<file path="src/rtl/button_event_pkg.sv">
// Shared constants, reset values and register decode for button_event_unit.
// The REL_EVENT register is only decoded when the caller enables it (BTN_RELEASE_EVENT_EN).
package button_event_pkg;

  localparam int unsigned MAX_BTN = 16;

  localparam logic [31:0] OFF_STATE     = 32'h0;
  localparam logic [31:0] OFF_EVENT     = 32'h4;
  localparam logic [31:0] OFF_IRQ_EN    = 32'h8;
  localparam logic [31:0] OFF_REL_EVENT = 32'hC;

  localparam logic [MAX_BTN-1:0] RST_EVENT     = '0;
  localparam logic [MAX_BTN-1:0] RST_IRQ_EN    = '0;
  localparam logic [MAX_BTN-1:0] RST_REL_EVENT = '0;
  localparam logic [31:0]        RST_RDATA     = '0;

  typedef enum logic [2:0] {
    SEL_NONE,
    SEL_STATE,
    SEL_EVENT,
    SEL_IRQ_EN,
    SEL_REL_EVENT
  } reg_sel_e;

  // Exact-match decode; an address below base wraps to a large offset and misses.
  function automatic reg_sel_e decode_reg(input logic [31:0] addr,
                                          input logic [31:0] base,
                                          input logic        rel_en);
    logic [31:0] offs;
    reg_sel_e    sel;
    offs = addr - base;
    sel  = SEL_NONE;
    case (offs)
      OFF_STATE:     sel = SEL_STATE;
      OFF_EVENT:     sel = SEL_EVENT;
      OFF_IRQ_EN:    sel = SEL_IRQ_EN;
      OFF_REL_EVENT: sel = rel_en ? SEL_REL_EVENT : SEL_NONE;
      default:       sel = SEL_NONE;
    endcase
    return sel;
  endfunction

endpackage

</file>
<file path="src/rtl/btn_debounce.sv">
// One button: 2-flop synchronizer, stability counter and debounced level,
// with single-cycle rise/fall pulses registered alongside the level change.
module btn_debounce #(
  parameter int unsigned DEBOUNCE_CYCLES = 1000000
) (
  input  logic clk,
  input  logic rst_n,
  input  logic btn_raw_i,
  output logic level_o,
  output logic rise_o,
  output logic fall_o
);

  localparam int unsigned CNT_W = (DEBOUNCE_CYCLES > 1) ? $clog2(DEBOUNCE_CYCLES) : 1;
  localparam logic [CNT_W-1:0] CNT_MAX = CNT_W'(DEBOUNCE_CYCLES - 1);

  logic [1:0]       sync_q;
  logic [CNT_W-1:0] cnt_q, cnt_d;
  logic             level_q, level_d;
  logic             rise_q, rise_d;
  logic             fall_q, fall_d;

  always_comb begin
    // NOTE: every _d gets a default first, so no path through this block can infer a latch.
    cnt_d   = '0;
    level_d = level_q;
    rise_d  = 1'b0;
    fall_d  = 1'b0;
    if (sync_q[1] != level_q) begin
      if (cnt_q == CNT_MAX) begin
        level_d = ~level_q;
        rise_d  = ~level_q;
        fall_d  = level_q;
      end else begin
        cnt_d = cnt_q + 1'b1;
      end
    end
  end

  always_ff @(posedge clk or negedge rst_n) begin
    if (!rst_n) begin
      sync_q  <= '0;
      cnt_q   <= '0;
      level_q <= 1'b0;
      rise_q  <= 1'b0;
      fall_q  <= 1'b0;
    end else begin
      // NOTE: non-blocking so every flop samples pre-edge values; the sync chain depends on it.
      sync_q  <= {sync_q[0], btn_raw_i};
      cnt_q   <= cnt_d;
      level_q <= level_d;
      rise_q  <= rise_d;
      fall_q  <= fall_d;
    end
  end

  assign level_o = level_q;
  assign rise_o  = rise_q;
  assign fall_o  = fall_q;

endmodule

</file>
<file path="src/rtl/button_event_unit.sv">
// Debounced button block with STATE/EVENT/IRQ_EN registers on a simple valid/ready bus.
// Define BTN_RELEASE_EVENT_EN to add the REL_EVENT register (release events) at offset 0xC.
module button_event_unit
  import button_event_pkg::*;
#(
  parameter int unsigned N_BTN           = 5,
  parameter int unsigned DEBOUNCE_CYCLES = 1000000,
  parameter logic [31:0] BASE_ADDR       = 32'h4000
) (
  input  logic              clk,
  input  logic              resetn,
  input  logic [N_BTN-1:0]  btn_raw,
  input  logic              iomem_valid,
  output logic              iomem_ready,
  input  logic [3:0]        iomem_wstrb,
  input  logic [31:0]       iomem_addr,
  input  logic [31:0]       iomem_wdata,
  output logic [31:0]       iomem_rdata,
  output logic              irq
);

`ifdef BTN_RELEASE_EVENT_EN
  localparam logic REL_EN = 1'b1;
`else
  localparam logic REL_EN = 1'b0;
`endif

  logic [N_BTN-1:0] level, rise, fall;
  logic [N_BTN-1:0] wmask, wbits;

  logic [N_BTN-1:0] event_q, event_d;
  logic [N_BTN-1:0] irq_en_q, irq_en_d;
  logic             ready_q, ready_d;
  logic [31:0]      rdata_q, rdata_d;

  reg_sel_e sel;
  logic     hit, wr_en;

  for (genvar g = 0; g < N_BTN; g++) begin : g_btn
    btn_debounce #(
      .DEBOUNCE_CYCLES(DEBOUNCE_CYCLES)
    ) u_debounce (
      .clk      (clk),
      .rst_n    (resetn),
      .btn_raw_i(btn_raw[g]),
      .level_o  (level[g]),
      .rise_o   (rise[g]),
      .fall_o   (fall[g])
    );
    // Only byte lanes 0 and 1 carry button bits.
    assign wmask[g] = (g < 8) ? iomem_wstrb[0] : iomem_wstrb[1];
  end

  assign wbits = iomem_wdata[N_BTN-1:0] & wmask;

  always_comb begin
    sel   = decode_reg(iomem_addr, BASE_ADDR, REL_EN);
    hit   = iomem_valid && !ready_q && (sel != SEL_NONE);
    wr_en = hit && (iomem_wstrb != 4'b0000);
  end

`ifdef BTN_RELEASE_EVENT_EN
  logic [N_BTN-1:0] rel_q, rel_d;

  always_comb begin
    rel_d = rel_q | fall;
    if (wr_en && sel == SEL_REL_EVENT) rel_d = (rel_q & ~wbits) | fall;
  end

  always_ff @(posedge clk or negedge resetn) begin
    if (!resetn) rel_q <= RST_REL_EVENT[N_BTN-1:0];
    else         rel_q <= rel_d;
  end

  assign irq = |(event_q & irq_en_q) | |(rel_q & irq_en_q);
`else
  logic unused_fall;
  assign unused_fall = ^fall;
  assign irq         = |(event_q & irq_en_q);
`endif

  always_comb begin
    // A new rising edge is OR-ed in after the clear, so set wins over W1C.
    event_d = event_q | rise;
    if (wr_en && sel == SEL_EVENT) event_d = (event_q & ~wbits) | rise;

    irq_en_d = irq_en_q;
    if (wr_en && sel == SEL_IRQ_EN) irq_en_d = (irq_en_q & ~wmask) | wbits;

    ready_d = hit;
    rdata_d = '0;
    if (hit) begin
      case (sel)
        SEL_STATE:     rdata_d = 32'(level);
        SEL_EVENT:     rdata_d = 32'(event_q);
        SEL_IRQ_EN:    rdata_d = 32'(irq_en_q);
`ifdef BTN_RELEASE_EVENT_EN
        SEL_REL_EVENT: rdata_d = 32'(rel_q);
`endif
        default:       rdata_d = '0;
      endcase
    end
  end

  always_ff @(posedge clk or negedge resetn) begin
    if (!resetn) begin
      event_q  <= RST_EVENT[N_BTN-1:0];
      irq_en_q <= RST_IRQ_EN[N_BTN-1:0];
      ready_q  <= 1'b0;
      rdata_q  <= RST_RDATA;
    end else begin
      event_q  <= event_d;
      irq_en_q <= irq_en_d;
      ready_q  <= ready_d;
      rdata_q  <= rdata_d;
    end
  end

  assign iomem_ready = ready_q;
  assign iomem_rdata = rdata_q;

  logic unused_bus;
  assign unused_bus = ^{iomem_wdata, iomem_wstrb};

endmodule

</file>
<file path="config.mk">
export PLATFORM = sky130hd
export DESIGN_NAME = button_event_unit
export DESIGN_NICKNAME = d
export VERILOG_FILES = /design/src/rtl/button_event_pkg.sv /design/src/rtl/btn_debounce.sv /design/src/rtl/button_event_unit.sv
export SDC_FILE = /design/constraint.sdc
export NUM_CORES = 1
export LEC_CHECK = 0
export CORE_AREA = 2 2 157 159
export DETAILED_ROUTE_END_ITERATION = 12
export DIE_AREA = 0 0 159 161
export GPL_TIMING_DRIVEN = 1
export PLACE_DENSITY = 0.55
export SYNTH_ARGS = -nofsm -noshare
export SYNTH_HDL_FRONTEND = slang
export SYNTH_HIERARCHICAL = 1
export SYNTH_SLANG_ARGS = --single-unit
</file>
<file path="constraint.sdc">
create_clock -name clk -period 3.26 [get_ports clk]
set_clock_uncertainty 0.05 [all_clocks]
set_input_delay 0.489 -clock clk [delete_from_list [all_inputs] [get_ports clk]]
set_output_delay 0.489 -clock clk [all_outputs]
set_load 0.01 [all_outputs]
</file>
# == Word level (Yosys, flattened, before mapping) ==
# Index checks and enable logic that the tools add are counted.
# word_totals
ff_bits,163
out_inout_bits,34
word_cells,98
# op_classes
addsub,6
n_eq_ne,15
n_mux,24
n_bitwise,14
reduce_logical,15
# op_table
cell,count
2-to-1 mux 20 bit,10
adder 20 x 1 -> 20 bit (second input constant),5
== test 20 bit (second input constant),5
== test 32 x 3 -> 1 bit (second input constant),1
== test 32 x 4 -> 1 bit (second input constant),1
logical NOT 32 bit,1
subtractor 32 x 15 -> 32 bit (second input constant),1
AND 5 bit,4
OR 5 bit,3
one-hot mux 5 bit (3 select lines),1
2-to-1 mux 1 bit,10
2-to-1 mux 5 bit,2
NOT 5 bit,2
AND reduction 2 bit,5
== test 3 x 2 -> 1 bit (second input constant),2
one-hot mux 2 bit (3 select lines),1
logical AND 1 bit,5
!= test 1 bit,5
NOT 1 bit,5
OR reduction 5 bit,1
nonzero test 4 bit,1
== test 3 x 1 -> 1 bit (second input constant),1
nonzero test 3 bit,1
logical NOT 1 bit,1

# == Longest topological paths before layout ==
# depth
word_depth,8
depth_mapped,6

# == Hierarchy ==
# Netlist, hierarchy kept.
# modules_own_cells
module,instances,cells_each,area_each_um2,seq_area_each_um2
btn_debounce,5,116,1173.6,625.6
button_event_unit,1,136,1203.7,400.4

# == Worst setup path before layout ==
# Ideal clock, no wire load.
# synth_timing
path_kind,input to register
start,input port iomem_addr[14]
end,register (tool-made name)
setup_time_ps,125
arrival_ps,2315
required_ps,3085
slack_ps,770
path_stages,5
n_path_buf,0
path_cell_list,or4_4 > o21ai_0 > or3b_4 > nor4_4 > mux2_2
# synth_lines
element,line_no,source
from (decl),button_event_unit.sv:16,"input logic [31:0] iomem_addr,"

==> run summary <==
Status -> finished with violations
Failing checks -> negative hold slack
Synthesized area -> 0.00691 sq mm
Hold/Removal Path Class -> input port to async pin
DR vias/cell -> 4.67
Clk pin slew, worst setup/hold paths -> 60 ps
Clk_lat worst skew -> 420 ps
Maximum buffer depth of the clock tree -> 2
Vias in the first global route -> 4904
Initial Util -> 0.288
Drt first-iter violations -> 355
Final Hold Viols -> 13
Row cnt -> 57
RSZ-0062 raised after global routing -> false
CTS sink cnt -> 136
Critical path launch point type -> input port
GRT met3 Usage -> 0.0398
Internal -> 3.19 mW
GR peak layer -> met2
Flop pwr share -> 0.429
Post-detailed-route count of antenna-violating nets -> 0
Final setup TNS -> 0 ps
I/O pins -> 110
Core box area -> 0.0240 sq mm
Setup violations, final -> 0
IO Port Bufs -> 52
CTS Buf Count -> 17
Clock power share -> 0.523
Fraction of power spent switching nets -> 0.211
CP endpoint kind -> register
Psw -> 0.852 mW
Final instance area -> 0.00829 sq mm
Leakage Power -> 3.28 nW
Syn Area/Cell -> 9.79 sq um
RR Startpoint -> g_btn[0].u_debounce/cnt_q[13]
CP arrival -> 2930 ps
Post-CTS Resized -> 0
Worst slew margin -> 0.499
Detailed Route WL -> 13.9 mm
Drt pass-1 iters -> 4
Crit path required time -> 3510 ps
All-layer global routing usage -> 0.115
Power Dens Cells -> 488 mW/mm^2
First-pass GRT wire length -> 24.1 mm
CTS root buf -> clkbuf_16
Largest net degree at the start of global routing -> 60
Logic pwr share -> 0.049
Reg-to-reg slack, setup -> 1000 ps
CTS tree -> yes
Fmax -> 374 MHz
Die area -> 0.0256 sq mm
Period utilization -> 0.821
Die width -> 159 um
DP Wirelength -> 9.58 mm
WS Path Type -> input port to register
Residual DRC -> 0
Setup repair bufs after CTS -> 0
Layout area overhead -> 20.0%
Vias after detailed routing -> 5086
CTS Hold Buffers Added -> 0
Min Tclk post-route -> 2680 ps
Initial antenna violation count -> 0
Max-Cap Viols -> 0
Met1 usage -> 0.156
Final Slew Violations -> 0
Placed cell area -> 0.00764 sq mm
Final Net Count -> 834
Gpl congestion -> 0.761
N_diodes -> 0
Met2 Use GR -> 0.174
Synth warnings -> 6
Layout cells sized above 1 -> 0.133
Crit-path max FO -> 5
Fin cells -> 1090
Chip Height -> 161 um
Power Total -> 4.04 mW
Syn Inst Count -> 706
Tightest Pin Transition -> 750 ps
Crit path from -> iomem_addr[14]
WHS -> -17.0 ps
Inst Count DP -> 1058
Avg WL per Cell -> 12.7 um
Worst vdd ir -> 0.000298 V
Total gr overflow -> 0
H-tree levels -> 4
worst max-delay path, stage by stage:
cell and delay, ps:
clkdlybuf4s50_1 440, or4_4 600, o21ai_0 160, or3b_4 420
nor4_4 440, mux2_2 380
power groups by stage:
stage | Combinational (mW) | Clock (mW) | Sequential [mW]
after floorplan | 0.109 | 0 | 1.76
after global placement | 0.201 | 0 | 1.76
after detailed placement | 0.201 | 0 | 1.76
after CTS | 0.202 | 2.18 | 1.73
after global routing | 0.223 | 2.25 | 1.74
final | 0.196 | 2.11 | 1.73
cells in the final DEF (no fill, tap or decap), drive strengths merged, types with 6 or more instances in the layout:
cell type and count:
conb 27, clkbuf 21, nand3 50, mux2i 6
clkdlybuf4s50 51, nor3b 6, nand2 28, dfrtp 136
inv 30, nand4 12, nor3 15, buf 6
xnor2 31, xor2 25, or4 48, clkinv 6
o21ai 27, mux2 10, or3 26, o31ai 15
a21oi 53, nor2 88, nor4 10
path summary, 6_finish.rpt:
kind | endpoint | depth (start not counted)
setup / recovery | register | 6
hold / removal | g_btn[4].u_debounce/sync_q[0] | 1
setup reg to reg | g_btn[0].u_debounce/cnt_q[6] | 4
hold reg to reg | g_btn[3].u_debounce/sync_q[1] | 0
max in group asynchronous | g_btn[4].u_debounce/rise_o | 2
min in group clk | g_btn[3].u_debounce/sync_q[1] | 0
through the flow:
stage / utilization / setup slack [ps]
final: 0.346 / 583
after global routing: 0.346 / 492
after CTS: 0.346 / 592
after detailed placement: 0.319 / 164
after global placement: 0.319 / 163
after floorplan: - / 770
sequential cells by signal, indices dropped and copies added, names as in the netlist, named ones only:
| signal | cells |
|---|---|
| iomem_ready | 1 |
| g_btn.u_debounce/level_o | 5 |
| g_btn.u_debounce/cnt_q | 100 |
| event_q | 5 |
| g_btn.u_debounce/rise_o | 5 |
| g_btn.u_debounce/sync_q | 10 |
| iomem_rdata | 5 |
layer usage:
metal	wire [um]	part of all wire	vias up
li1	-	-	2542
met1	6900	0.50	2426
met2	6110	0.44	108
met3	755	0.054	10
met4	113	0.0081	0
met5	0	0	-
layout make-up:
cell class	count	area (sq um)
fill	2410	15700
tap	324	405
clock buffer	21	460
multi-input combinational	511	3160
inverter	30	113
clock inverter	11	195
timing repair buffer	57	559
sequential	136	3400
Power figures use the tool's default switching activity.
